$ cat src/rtl/array_counter_pkg.sv
// -----------------------------------------------------------------------------
// array_counter_pkg
// Shared defaults and types for the counter-array arbiter.
//   DEF_W / DEF_N / DEF_IDW / DEF_R : default counter width, counter count,
//                                     counter id width, requester count
//   cnt_t   : one counter value
//   id_t    : one counter id
//   CNT_MAX : largest value a counter may hold
// -----------------------------------------------------------------------------
package array_counter_pkg;

    localparam int DEF_W   = 6;
    localparam int DEF_N   = 2;
    localparam int DEF_IDW = (DEF_N > 1) ? $clog2(DEF_N) : 1;
    localparam int DEF_R   = 4;

    typedef logic [DEF_W-1:0]   cnt_t;
    typedef logic [DEF_IDW-1:0] id_t;

    localparam cnt_t CNT_MAX = {DEF_W{1'b1}};

endpackage

$ cat src/rtl/array_counter_arb_rr_arb.sv
// -----------------------------------------------------------------------------
// rr_arb
// Combinational round-robin picker. Searches req starting at ptr, wrapping
// modulo R; the first set bit wins.
//   req      in  R   request vector (already qualified by the caller)
//   ptr      in  PW  requester with highest priority this cycle
//   gnt      out R   one-hot-or-zero grant
//   hit      out 1   a grant was issued
//   ptr_next out PW  pointer to load at the edge: winner+1 mod R, or ptr
// -----------------------------------------------------------------------------
module rr_arb #(
    parameter int R  = 4,
    parameter int PW = (R > 1) ? $clog2(R) : 1
) (
    input  logic [R-1:0]  req,
    input  logic [PW-1:0] ptr,
    output logic [R-1:0]  gnt,
    output logic          hit,
    output logic [PW-1:0] ptr_next
);

    logic [PW-1:0] idx;

    always_comb begin
        gnt      = '0;
        hit      = 1'b0;
        ptr_next = ptr;
        idx      = '0;
        for (int k = 0; k < R; k++) begin
            idx = PW'((int'(ptr) + k) % R);
            if (!hit && req[idx]) begin
                hit      = 1'b1;
                gnt[idx] = 1'b1;
                ptr_next = PW'((int'(idx) + 1) % R);
            end
        end
    end

endmodule

$ cat src/rtl/array_counter_arb.sv
// -----------------------------------------------------------------------------
// array_counter_arb
// Arbitrates R requesters onto a shared array of N W-bit counters that has a
// single increment port and a single decrement port. Each side has its own
// round-robin arbiter; requests that would overflow/underflow their target are
// refused using a projected count that includes the command currently being
// presented to the array.
//   clk, rst_n        clock, synchronous active-low reset
//   inc_req/_id       per-requester increment request and target counter
//   inc_gnt           one-hot-or-zero increment grant (combinational)
//   dec_req/_id       per-requester decrement request and target counter
//   dec_gnt           one-hot-or-zero decrement grant (combinational)
//   cnt               counter values read back from the array
//   rst               registered, active-high array reset
//   inc/inc_id        registered increment command to the array
//   dec/dec_id        registered decrement command to the array
// Handshake: a requester holds req until it sees gnt in the same cycle; in the
// following cycle it deasserts req or presents a new request (a held req is
// simply a new request).
// -----------------------------------------------------------------------------
module array_counter_arb
    import array_counter_pkg::*;
#(
    parameter int W   = DEF_W,
    parameter int N   = DEF_N,
    parameter int IDW = DEF_IDW,
    parameter int R   = DEF_R
) (
    input  logic                  clk,
    input  logic                  rst_n,
    input  logic [R-1:0]          inc_req,
    input  logic [R-1:0][IDW-1:0] inc_req_id,
    output logic [R-1:0]          inc_gnt,
    input  logic [R-1:0]          dec_req,
    input  logic [R-1:0][IDW-1:0] dec_req_id,
    output logic [R-1:0]          dec_gnt,
    input  logic [N-1:0][W-1:0]   cnt,
    output logic                  rst,
    output logic                  inc,
    output logic [IDW-1:0]        inc_id,
    output logic                  dec,
    output logic [IDW-1:0]        dec_id
);

    localparam int         PW       = (R > 1) ? $clog2(R) : 1;
    localparam logic [W:0] PROJ_MAX = {1'b0, {W{1'b1}}};
    localparam logic [W:0] PROJ_ONE = {{W{1'b0}}, 1'b1};

    logic [W:0]     proj [N];
    logic [R-1:0]   inc_elig;
    logic [R-1:0]   dec_elig;
    logic           inc_hit;
    logic           dec_hit;
    logic [PW-1:0]  inc_ptr;
    logic [PW-1:0]  dec_ptr;
    logic [PW-1:0]  inc_ptr_next;
    logic [PW-1:0]  dec_ptr_next;
    logic [IDW-1:0] inc_sel_id;
    logic [IDW-1:0] dec_sel_id;

    // Count the array will hold once the command on inc/dec is absorbed.
    // One extra bit so the +1/-1 never wraps.
    always_comb begin
        for (int k = 0; k < N; k++) begin
            proj[k] = {1'b0, cnt[k]};
            if (inc && inc_id == IDW'(k)) proj[k] = proj[k] + PROJ_ONE;
            if (dec && dec_id == IDW'(k)) proj[k] = proj[k] - PROJ_ONE;
        end
    end

    // Matching against every valid id means an id >= N never qualifies.
    // The same-cycle grant on the opposite side is deliberately not credited.
    always_comb begin
        inc_elig = '0;
        dec_elig = '0;
        for (int i = 0; i < R; i++) begin
            for (int k = 0; k < N; k++) begin
                if (inc_req[i] && inc_req_id[i] == IDW'(k) && proj[k] != PROJ_MAX)
                    inc_elig[i] = 1'b1;
                if (dec_req[i] && dec_req_id[i] == IDW'(k) && proj[k] != '0)
                    dec_elig[i] = 1'b1;
            end
        end
        // No grants while reset is requested or still held on the array.
        if (!rst_n || rst) begin
            inc_elig = '0;
            dec_elig = '0;
        end
    end

    rr_arb #(.R(R), .PW(PW)) u_inc_arb (
        .req      (inc_elig),
        .ptr      (inc_ptr),
        .gnt      (inc_gnt),
        .hit      (inc_hit),
        .ptr_next (inc_ptr_next)
    );

    rr_arb #(.R(R), .PW(PW)) u_dec_arb (
        .req      (dec_elig),
        .ptr      (dec_ptr),
        .gnt      (dec_gnt),
        .hit      (dec_hit),
        .ptr_next (dec_ptr_next)
    );

    always_comb begin
        inc_sel_id = '0;
        dec_sel_id = '0;
        for (int i = 0; i < R; i++) begin
            if (inc_gnt[i]) inc_sel_id = inc_req_id[i];
            if (dec_gnt[i]) dec_sel_id = dec_req_id[i];
        end
    end

    always_ff @(posedge clk) begin
        if (!rst_n) begin
            rst     <= 1'b1;
            inc     <= 1'b0;
            inc_id  <= '0;
            dec     <= 1'b0;
            dec_id  <= '0;
            inc_ptr <= '0;
            dec_ptr <= '0;
        end else begin
            rst <= 1'b0;
            inc <= inc_hit;
            dec <= dec_hit;
            if (inc_hit) begin
                inc_id  <= inc_sel_id;
                inc_ptr <= inc_ptr_next;
            end
            if (dec_hit) begin
                dec_id  <= dec_sel_id;
                dec_ptr <= dec_ptr_next;
            end
        end
    end

endmodule

$ cat config.mk
export PLATFORM = sky130hd
export DESIGN_NAME = array_counter_arb
export DESIGN_NICKNAME = d
export VERILOG_FILES = /design/src/rtl/array_counter_pkg.sv /design/src/rtl/array_counter_arb_rr_arb.sv /design/src/rtl/array_counter_arb.sv
export SDC_FILE = /design/constraint.sdc
export NUM_CORES = 1
export LEC_CHECK = 0
export BUFFER_PORTS_ARGS = -buffer_cell sky130_fd_sc_hd__buf_4
export CORE_AREA = 2 2 52 90
export DETAILED_ROUTE_END_ITERATION = 6
export DIE_AREA = 0 0 54 92
export GPL_ROUTABILITY_DRIVEN = 0
export PLACE_DENSITY_LB_ADDON = 0.2
export SLEW_MARGIN = 20
export SYNTH_ARGS = -nofsm -noshare
export SYNTH_HDL_FRONTEND = slang
export SYNTH_SLANG_ARGS = --single-unit
$ cat constraint.sdc
create_clock -name clk -period 5.3 [get_ports clk]
set_clock_uncertainty 0.1 [all_clocks]
set_input_delay 0 -clock clk [delete_from_list [all_inputs] [get_ports clk]]
set_output_delay 0 -clock clk [all_outputs]
set_load 0.1 [all_outputs]
### Word-level counts from Yosys, hierarchy flattened

Cells that the tools add are included.

* register bits: 9
* input port bits: 30
* output and inout port bits: 13
* word-level logic and storage cells: 208

* add/sub/neg operators: 16
* order comparisons: 16
* equality and inequality tests: 2
* mux-type cells: 87
* bitwise operators: 16
* reductions and logical operators: 64

Operators by type and width (number)
* logical AND 1 bit: 50
* two-way mux 1 bit: 49
* two-way mux 4 bit: 10
* two-way mux 7 bit: 4
* < comparator 2 x 3 -> 1 bit, second input constant: 8
* bitwise OR 4 bit: 6
* adder 2 x 1 -> 2 bit, second input constant: 8
* binary-select mux 1 bit (select 2 bit): 8
* demux 1 bit (select 2 bit): 8
* >= comparator 2 x 1 -> 1 bit, second input constant: 8
* two-way mux 2 bit: 8
* adder 6 x 1 -> 7 bit, second input constant: 2
* inequality test 7 x 6 -> 1 bit, second input constant: 2
* nonzero test 7 bit: 2
* subtractor 7 x 1 -> 7 bit, second input constant: 2
* inverter 1 bit: 10
* adder 2 bit, second input constant: 4
* nonzero test 4 bit: 2
* zero test 1 bit: 7
* AND reduction 2 bit: 2
* logical OR 1 bit: 1

### Depth between registers and ports, before layout

Gate-level depths: netlist of run 1.

* word-level depth: 26
* gate-level depth with buffers: 19
* mapped depth without buffers: 17

### Modules after synthesis

A second synthesis of run 1 with hierarchy kept.

* cell total of the unflattened synthesis: 304
* area, all modules: 2373.5 sq um

Modules (own cells, without submodules)
* array_counter_arb: instances 1, cells each 167, area each 1272.5 sq um, sequential area each 180.2 sq um
* rr_arb (u_inc_arb): instances 1, cells each 89, area each 651.9 sq um, sequential area each 0.0 sq um
* rr_arb (u_dec_arb): instances 1, cells each 48, area each 449.2 sq um, sequential area each 0.0 sq um

### Worst setup path before layout of run 1

OpenSTA, ideal clock, no wires.

* kind: register to register
* from: register inc_id
* to: register dec_id
* library setup time: 0.105 ns
* arrival time: 6.544 ns
* path slack: -1.449 ns
* stages on the path, launching flop included: 17
* buffers on the path: 1
* clock period less this slack: 6.749 ns
* cell sequence: dfxtp_1 buf_4 nand2_1 xnor2_1 inv_1 ha_1 nand2_1 nor4b_2 o2111ai_1 or3_1 a221oi_1 a311oi_4 nor2b_2 a221oi_1 o21ai_0 a311oi_1 o41ai_2

* cells in the longest elaborated chain, start to end: 26
* elaborated cells on any way between the ends: 57
* those cells by class: add/sub: 2; mux: 33; bitwise: 4; reduce/logical: 18

RTL lines
* start: declaration: line array_counter_arb.sv:40 `output logic [IDW-1:0] inc_id,`
* start signal: assignment: line array_counter_arb.sv:130 `inc_id <= inc_sel_id;`
* inverter 1 bit: line array_counter_arb.sv:66 `if (inc && inc_id == IDW'(k)) proj[k] = proj[k] + PROJ_ONE;`
* logical AND 1 bit: line array_counter_arb.sv:66
* two-way mux 7 bit: line array_counter_arb.sv:66
* subtractor 7 x 1 -> 7 bit: line array_counter_arb.sv:67 `if (dec && dec_id == IDW'(k)) proj[k] = proj[k] - PROJ_ONE;`
* two-way mux 7 bit: line array_counter_arb.sv:67
* nonzero test 7 bit: line array_counter_arb.sv:80 `if (dec_req[i] && dec_req_id[i] == IDW'(k) && proj[k] != '0)`
* logical AND 1 bit: line array_counter_arb.sv:80
* two-way mux 1 bit (2 in series): line array_counter_arb.sv:80
* [7 not listed]
* zero test 1 bit: line array_counter_arb_rr_arb.sv:31 `if (!hit && req[idx]) begin`
* logical AND 1 bit: line array_counter_arb_rr_arb.sv:31
* two-way mux 1 bit: line array_counter_arb_rr_arb.sv:31
* zero test 1 bit: line array_counter_arb_rr_arb.sv:31
* logical AND 1 bit: line array_counter_arb_rr_arb.sv:31
* two-way mux 4 bit (*): line array_counter_arb_rr_arb.sv:31
* via dec_gnt[0]: line array_counter_arb.sv:36 `output logic [R-1:0] dec_gnt,`
* two-way mux 1 bit (*) (4 in series): line array_counter_arb.sv:112 `if (dec_gnt[i]) dec_sel_id = dec_req_id[i];`
* end signal: assignment: line array_counter_arb.sv:134 `dec_id <= dec_sel_id;`
* end: declaration: line array_counter_arb.sv:42 `output logic [IDW-1:0] dec_id`

The timed path passes the listed nets; every way through them passes the cells marked *. The select of a mux whose other input is x is not followed.
A chain may end at the register's enable or synchronous reset.

### Worst setup path in the final report of run 1

* from: register inc
* to: register dec_id

* cells in the longest elaborated chain, start to end: 25
* elaborated cells on any way between the ends: 56
* those cells by class: add/sub: 2; mux: 33; bitwise: 3; reduce/logical: 18

RTL lines
* start: declaration: line array_counter_arb.sv:39 `output logic inc,`
* start signal: assignment: line array_counter_arb.sv:127 `inc <= inc_hit;`
* logical AND 1 bit: line array_counter_arb.sv:66
* two-way mux 7 bit: line array_counter_arb.sv:66
* subtractor 7 x 1 -> 7 bit: line array_counter_arb.sv:67
* two-way mux 7 bit: line array_counter_arb.sv:67
* nonzero test 7 bit: line array_counter_arb.sv:80
* logical AND 1 bit: line array_counter_arb.sv:80
* two-way mux 1 bit (2 in series): line array_counter_arb.sv:80
* two-way mux 4 bit (*): line array_counter_arb.sv:85 `if (!rst_n || rst) begin`
* [5 not listed]
* two-way mux 1 bit: line array_counter_arb_rr_arb.sv:31
* zero test 1 bit: line array_counter_arb_rr_arb.sv:31
* logical AND 1 bit: line array_counter_arb_rr_arb.sv:31
* two-way mux 1 bit: line array_counter_arb_rr_arb.sv:31
* zero test 1 bit: line array_counter_arb_rr_arb.sv:31
* logical AND 1 bit: line array_counter_arb_rr_arb.sv:31
* two-way mux 4 bit: line array_counter_arb_rr_arb.sv:31
* two-way mux 1 bit (4 in series): line array_counter_arb.sv:112

Mark *: on every way between the ends. The rest lies on a longest branch, timed or not. The select of a mux whose other input is x is not followed.

==> results of run 1 <==
-- metrics by stage --
step | power (mW) | instance area [µm²] | std cells | hold slack, ps
after global routing | 1.10 | 2790 | 399 | 26.9
after global placement | 0.936 | 2710 | 392 | 160
final | 1.04 | 2790 | 399 | 2.92
after detailed placement | 0.945 | 2710 | 392 | 158
after CTS | 1.03 | 2790 | 399 | 6.00
after floorplan | 0.787 | 2390 | 309 | 19.6
-- layer usage --
layer  part of all wire, %  global-route usage (%)  wire length (µm)
met5                     0                       0                 0
met4                   4.4                    13.5               292
met3                   4.4                    3.26               296
met2                    54                    52.2              3660
met1                    37                    28.3              2470
-- cells in the final DEF (no fill, tap or decap), drive strengths merged, types with 4 or more instances in the layout --
cell type | synthesis | final
nor3b | 4 | 4
clkbuf | 6 | 4
o22ai | 5 | 5
mux2i | 8 | 8
nand2b | 4 | 4
dfxtp | 9 | 9
nor4 | 9 | 9
a311oi | 4 | 4
inv | 18 | 18
nor2b | 4 | 4
mux2 | 4 | 4
nor2 | 32 | 32
ha | 15 | 15
xnor2 | 11 | 11
nand3 | 16 | 16
o21ai | 14 | 14
nor3 | 6 | 6
nand2 | 32 | 32
a221oi | 10 | 10
o41ai | 5 | 5
a21oi | 11 | 11
and2 | 7 | 7
buf | 4 | 42
or3 | 8 | 8
-- layout make-up --
type	count	area (µm²)	share of cell area, %
Multi-Input combinational cell	271	2080	74.4
Timing Repair Buffer	45	345	12.4
Sequential cell	9	188	6.73
Inverter	19	71.3	2.56
Tap cell	51	63.8	2.29
Clock buffer	4	45.0	1.62
-- state kept, by name, summed over array words and instances (netlist names) --
name and cells:
inc_ptr 2, rst 1, dec_id 1, dec_ptr 2, inc_id 1, inc 1, dec 1
-- kinds of logic after synthesis --
family	after synthesis	share of synthesized area [%]
compound gates	85	28.7
xor+xnor	14	6.77
fa+ha+maj	15	7.94
buf+inv	29	5.18
flops	9	7.62
mux	15	8.68
simple gates	142	35.1
-- power by group --
| group | total [mW] | switching, mW | leakage, nW | internal (mW) |
|---|---|---|---|---|
| Clock | 0.0791 | 0.0267 | 0.0228 | 0.0524 |
| Combinational | 0.811 | 0.534 | 1.01 | 0.277 |
| Sequential | 0.147 | 0.0535 | 0.0759 | 0.0933 |
| Total | 1.04 | 0.614 | 1.11 | 0.423 |
-- path summary, 6_finish.rpt --
kind,from,end,slack [ps]
setup / recovery,inc$_SDFF_PN0_,dec_id$_SDFFE_PN0N_,440
setup reg to reg,inc$_SDFF_PN0_,dec_id$_SDFFE_PN0N_,440
hold / removal,inc_req_id[1],inc_id$_SDFFE_PN0N_,3
hold reg to reg,inc_id$_SDFFE_PN0N_,inc_id$_SDFFE_PN0N_,560
-- cells in the mapped netlist (3+ instances only) --
cell type                  count
sky130_fd_sc_hd__clkbuf_1      5
sky130_fd_sc_hd__o21ai_1       3
sky130_fd_sc_hd__xnor2_1       9
sky130_fd_sc_hd__mux2i_1       7
sky130_fd_sc_hd__nand2_1      31
sky130_fd_sc_hd__inv_1        18
sky130_fd_sc_hd__a21oi_1      11
sky130_fd_sc_hd__dfxtp_1       9
sky130_fd_sc_hd__a22oi_1       3
sky130_fd_sc_hd__nand4_1       3
sky130_fd_sc_hd__and2_1        7
sky130_fd_sc_hd__nor4_1        7
sky130_fd_sc_hd__o41ai_1       4
sky130_fd_sc_hd__or3_1         8
sky130_fd_sc_hd__o211ai_1      3
sky130_fd_sc_hd__o22ai_1       3
sky130_fd_sc_hd__mux2_2        4
sky130_fd_sc_hd__nand2b_1      4
sky130_fd_sc_hd__a31o_2        3
sky130_fd_sc_hd__nor3_1        6
sky130_fd_sc_hd__mux4_2        3
sky130_fd_sc_hd__nor2_1       32
sky130_fd_sc_hd__and3_1        3
sky130_fd_sc_hd__o21ai_0      10
sky130_fd_sc_hd__nor3b_1       4
sky130_fd_sc_hd__a221oi_1     10
sky130_fd_sc_hd__ha_1         15
sky130_fd_sc_hd__nand3_1      16
-- worst max-delay path: stages (launching register included) --
cell,delay (ps)
sky130_fd_sc_hd__dfxtp_4,420
sky130_fd_sc_hd__nand2_1,120
sky130_fd_sc_hd__xnor2_1,260
sky130_fd_sc_hd__inv_1,130
sky130_fd_sc_hd__ha_1,340
sky130_fd_sc_hd__nand2_1,70
sky130_fd_sc_hd__nor4b_2,280
sky130_fd_sc_hd__o2111ai_1,250
sky130_fd_sc_hd__nor4_1,440
sky130_fd_sc_hd__nor2_1,120
sky130_fd_sc_hd__mux4_2,520
sky130_fd_sc_hd__nor4_1,590
sky130_fd_sc_hd__nand2_1,130
sky130_fd_sc_hd__o211ai_1,240
sky130_fd_sc_hd__a32oi_1,90
sky130_fd_sc_hd__dlygate4sd3_1,600
sky130_fd_sc_hd__o41ai_2,50
==> results.md, run 1 <==
* Max VDD drop at 0.395 mV
* Routed WL per cell at 16.8 µm
* Critical Path RT at 5340 ps
* Boundary pin count at 43
* Starting utilization of the core area at 54.7%
* Buffers on Ports at 42
* Net Count, Synth at 354
* Period utilization at 91.7%
* Number of storage elements in the synthesis netlist at 9
* Number of hold violations in the final report at 0
* Fill cell instance count of the final layout at 401
* Number of max-cap violations at 0
* Residual DRC at 0
* Detail-routed via count per cell at 6.62
* Layout cell share with drive strength beyond 1 at 24.1%
* H-Tree Depth at 1
* Crit Path Max Fanout at 12
* Antenna violations before repair at 0
* Worst Setup Slack post-DPL at 641 ps
* Max Slew Vio Count at 0
* Maximum number of pins on one net before global-route repair at 14
* Via count of the first global-routing pass at 2547
* Hold path cells at 3
* Total GRT Usage at 27.9%
* # Post-CTS Setup Buffers at 0
* Top post-synthesis cells by area: sky130_fd_sc_hd__ha_1 7.9%, sky130_fd_sc_hd__dfxtp_1 7.6%, sky130_fd_sc_hd__nor2_1 5.1%
* Leakage power total at 1.11 nW
* Hold buffers post-CTS at 3
* Run status: finished clean
* Crit. End Element: register
* Startpoint class of the critical path: register
* Area share of the leading cell type in the synthesized netlist at 7.94%
* Number of synthesized flops with an enable pin at 0
* DRT Pass-1 Iters at 6
* Instance count of the mapped netlist at 309
* Final HPWL DP at 5.50 mm
* Yosys top cell by area: sky130_fd_sc_hd__ha_1
* Fraction of the yosys area taken by sequential cells at 7.62%
* Area growth from synthesis to layout at 17.9%
* Synthesized area divided by synthesized cell count at 7.65 µm²
* P per Cell Area at 372 nW/µm²
* Total gr overflow at 0
* Fraction of the core area covered by cells at the end of the flow at 64.5%
* DIE AREA at 4970 µm²
* Setup total negative slack at 0 ps
* Worst-skew pair later-pin latency at 230 ps
* Master cell of the clock root buffer: sky130_fd_sc_hd__clkbuf_8
* Residual antenna-violating net count after detailed routing at 0
* Clock slew at the register clock pins of the worst setup and hold paths at 50 ps
* Slew at the pin closest to its max-slew limit at 617 ps
* Yosys Warn Count at 0
* CTS tree: built
* Slew HR at 58.5%
* Largest buffer count on any clock path at 2
* Async SR Flop Fraction at 0%
* Post-cts repair resize count at 0
* Count of cell types in the netlist at 80
* RSZ-0062 raised after global routing: no
* Die height at 92 µm
* Initial detailed-routing violation count at 90
* Mapped cell area at 2360 µm²
* Number of sinks on the clock net at 9
* Fin worst setup slack at 442 ps
* Site row count at 32
* Worst reg-to-reg path cell count at 16
* Detailed-route wire length at 6.71 mm
* NumNets Final at 394
* Post-synth top flop: sky130_fd_sc_hd__dfxtp_1
* Timing-limited maximum frequency at 206 MHz
* Global-route wire length before repair at 10.8 mm
* CTS buffer count at 3
* Signal arrival time at the worst endpoint at 4900 ps
* Diode count at 0
* Total number of vias at 2643
* Setup-failing EPs final at 0
* Minimum clock period at 4860 ps
* Core box area at 4320 µm²
* Path type of the worst setup path: register to register
* Hold Path Class: input port to register
* Width of the die at 54 µm
Note: power is estimated with default switching activity, not from simulation.
==> run 2, diff against run 1 <==
BUFFER_PORTS_ARGS = -buffer_cell sky130_fd_sc_hd__buf_2   (was -buffer_cell sky130_fd_sc_hd__buf_4)
==> run 2 against run 1 <==
  * Register-to-register slack improved by 98 ps
  * Setup slack got worse by 110 ps
  * Critical endpoint is now inc_gnt[3]
  * Largest cell class unchanged
  * Clock power rose by 2%
  * Critical path type is now register to output port
  * Non-clock buffer count did not move
  * Largest power group unchanged
  * Wire length fell by 2.0%
  * Highest routed layer unchanged
==> results.md, run 2 (synthesis results as in run 1) <==
* Run status: finished clean
* Site row count at 32
* CTS buffer count at 3
* Path type of the worst setup path: register to output port
* Max Slew Vio Count at 0
* Critical Path RT at 5200 ps
* Most used cell along the critical path: sky130_fd_sc_hd__nor4_4
* Diode count at 0
* Total number of vias at 2591
* Number of hold violations in the final report at 0
* Startpoint of the worst setup timing path: inc$_SDFF_PN0_
* Crit path max-delay family: simple AND/OR/NAND/NOR gates
* CTS tree: built
* Crit. End Element: output port
* Most common cell after layout, fill and taps aside: sky130_fd_sc_hd__buf_2
* Worst Setup Slack post-DPL at 612 ps
* Buffers and inverters on the worst path at 2
* Placed Instances at 392
* P per Cell Area at 377 nW/µm²
* Register cell area after layout at 188 µm²
* Final instance count without filler cells at 399
* Width of the die at 54 µm
* Startpoint of the worst register-to-register path: inc$_SDFF_PN0_
* Min-Delay Startpoint: inc_req_id[1]
* Layout cell share with drive strength beyond 1 at 24.1%
* Setup slack on the worst flop-to-flop path at 540 ps
* Die height at 92 µm
* Cell with the largest stage delay on the worst path: sky130_fd_sc_hd__nor4_4
* Detailed-route wire length at 6.57 mm
* DRT Pass-1 Iters at 4
* Reg-to-Reg End: inc_id$_SDFFE_PN0N_
* Global-route wire length before repair at 10.6 mm
* RSZ-0062 raised after global routing: no
* Routed WL per cell at 16.5 µm
* Smallest hold slack at 58.1 ps
* Total gr overflow at 0
* Setup-failing EPs final at 0
* Boundary pin count at 43
* Period utilization at 93.7%
* Startpoint class of the critical path: register
* Power consumption at 1.01 mW
* Detail-routed via count per cell at 6.49
* Final HPWL DP at 5.29 mm
* Residual DRC at 0
* Hold Path Class: input port to register
* Total GRT Usage at 27.2%
* Max VDD drop at 0.468 mV
* Master cell of the clock root buffer: sky130_fd_sc_hd__clkbuf_8
* Worst-skew pair later-pin latency at 240 ps
* Area growth from synthesis to layout at 13.5%
* Slew HR at 58.9%
* Residual antenna-violating net count after detailed routing at 0
* Registers with the highest flip-flop counts: dec_ptr: 2 flops, inc_ptr: 2 flops
* # Post-CTS Setup Buffers at 0
* NumNets Final at 394
* Hold path cells at 3
* Maximum number of pins on one net before global-route repair at 14
* Number of max-cap violations at 0
* Largest buffer count on any clock path at 2
* Initial detailed-routing violation count at 83
* Worst reg-to-reg path cell count at 16
* Via count of the first global-routing pass at 2525
* Minimum clock period at 4970 ps
* Leakage power total at 1.08 nW
* Post-cts repair resize count at 0
* Slew at the pin closest to its max-slew limit at 617 ps
* Buffers on Ports at 42
* Starting utilization of the core area at 54.7%
* Most frequent cells in the layout: 42 x sky130_fd_sc_hd__buf_2, 32 x sky130_fd_sc_hd__nor2_1, 31 x sky130_fd_sc_hd__nand2_1
* Hold EP: inc_id$_SDFFE_PN0N_
* Area of the multi-input gates at 2080 µm²
* Clock slew at the register clock pins of the worst setup and hold paths at 40 ps
* Setup total negative slack at 0 ps
* Delay of the slowest critical-path stage at 540 ps
* Fin worst setup slack at 331 ps
* Timing-limited maximum frequency at 201 MHz
* DIE AREA at 4970 µm²
* H-Tree Depth at 1
* Core box area at 4320 µm²
* Number of sinks on the clock net at 9
* Fill cell instance count of the final layout at 415
* Critical path, cell by cell: nor2b_4 -> xor2_1 -> inv_1 -> ha_1 -> nand2b_1 -> or4_1 -> a32o_2 -> nor4_4 -> a221oi_1 -> a22oi_1 -> nand3_1 -> nor4_4 -> a221o_2 -> buf_2
* Antenna violations before repair at 0
* Crit Path Max Fanout at 12
* Signal arrival time at the worst endpoint at 4870 ps
==> run 2: cell counts in the layout (fill, tap and decap cells not counted) <==
Identical to the previous run, type by type.
==> run 2: cell type report <==
cell class	count	share of cell area, %
sequential	9	6.99
clock buffer	4	1.68
inverter	19	2.66
tap	51	2.38
multi-input combinational	271	77.3
timing repair buffer	45	8.95
==> run 2: through the flow <==
| stage | area [µm²] | util (%) |
|---|---|---|
| after floorplan | 2390 | - |
| after global placement | 2610 | 60.3 |
| after detailed placement | 2610 | 60.3 |
| after CTS | 2680 | 62.1 |
| after global routing | 2680 | 62.1 |
| final | 2680 | 62.1 |
==> run 2: worst reg2reg max path: stages, from the launching register on <==
cell and delay (ps):
sky130_fd_sc_hd__dfxtp_4 420, sky130_fd_sc_hd__nor2b_4 220, sky130_fd_sc_hd__xor2_1 300, sky130_fd_sc_hd__inv_1 100
sky130_fd_sc_hd__ha_1 350, sky130_fd_sc_hd__nand2b_1 150, sky130_fd_sc_hd__or4_1 400, sky130_fd_sc_hd__a32o_2 300
sky130_fd_sc_hd__nor4_4 360, sky130_fd_sc_hd__a221oi_1 210, sky130_fd_sc_hd__a22oi_1 270, sky130_fd_sc_hd__nand3_1 300
sky130_fd_sc_hd__nor4_4 540, sky130_fd_sc_hd__nand2_1 130, sky130_fd_sc_hd__o21ai_2 100, sky130_fd_sc_hd__mux2i_1 290
sky130_fd_sc_hd__o21ai_2 100
==> run 2: metal layers <==
metal | wire [µm] | vias to the layer above | global-route usage [%]
li1 | - | 1266 | -
met1 | 2490 | 1230 | 28.3
met5 | 0 | - | 0
met3 | 264 | 20 | 3.75
met4 | 223 | 0 | 14.0
met2 | 3600 | 75 | 49.4
==> run 2: what timing repair did <==
item,4_1_cts,5_1_grt
setup endpoints to repair,0,0
hold buffers,3,0
endpoints found under the hold margin,2,0
==> run 2: worst max-delay path by stage <==
stage,endpoint,slack (ps),cells after the start
2_1_floorplan,dec_id$_SDFFE_PN0N_,40,15
3_3_place_gp,inc_id$_SDFFE_PN0N_,660,16
3_5_place_dp,inc_id$_SDFFE_PN0N_,610,16
4_1_cts,inc_gnt[3],370,14
5_1_grt,inc_gnt[1],20,15
6_report,inc_gnt[3],330,14
==> run 2: report_power, final <==
group          leakage, nW  internal (mW)  switching (mW)
combinational        0.978          0.255           0.530
sequential          0.0759         0.0933          0.0528
clock               0.0228         0.0525          0.0283
total                 1.08          0.401           0.611
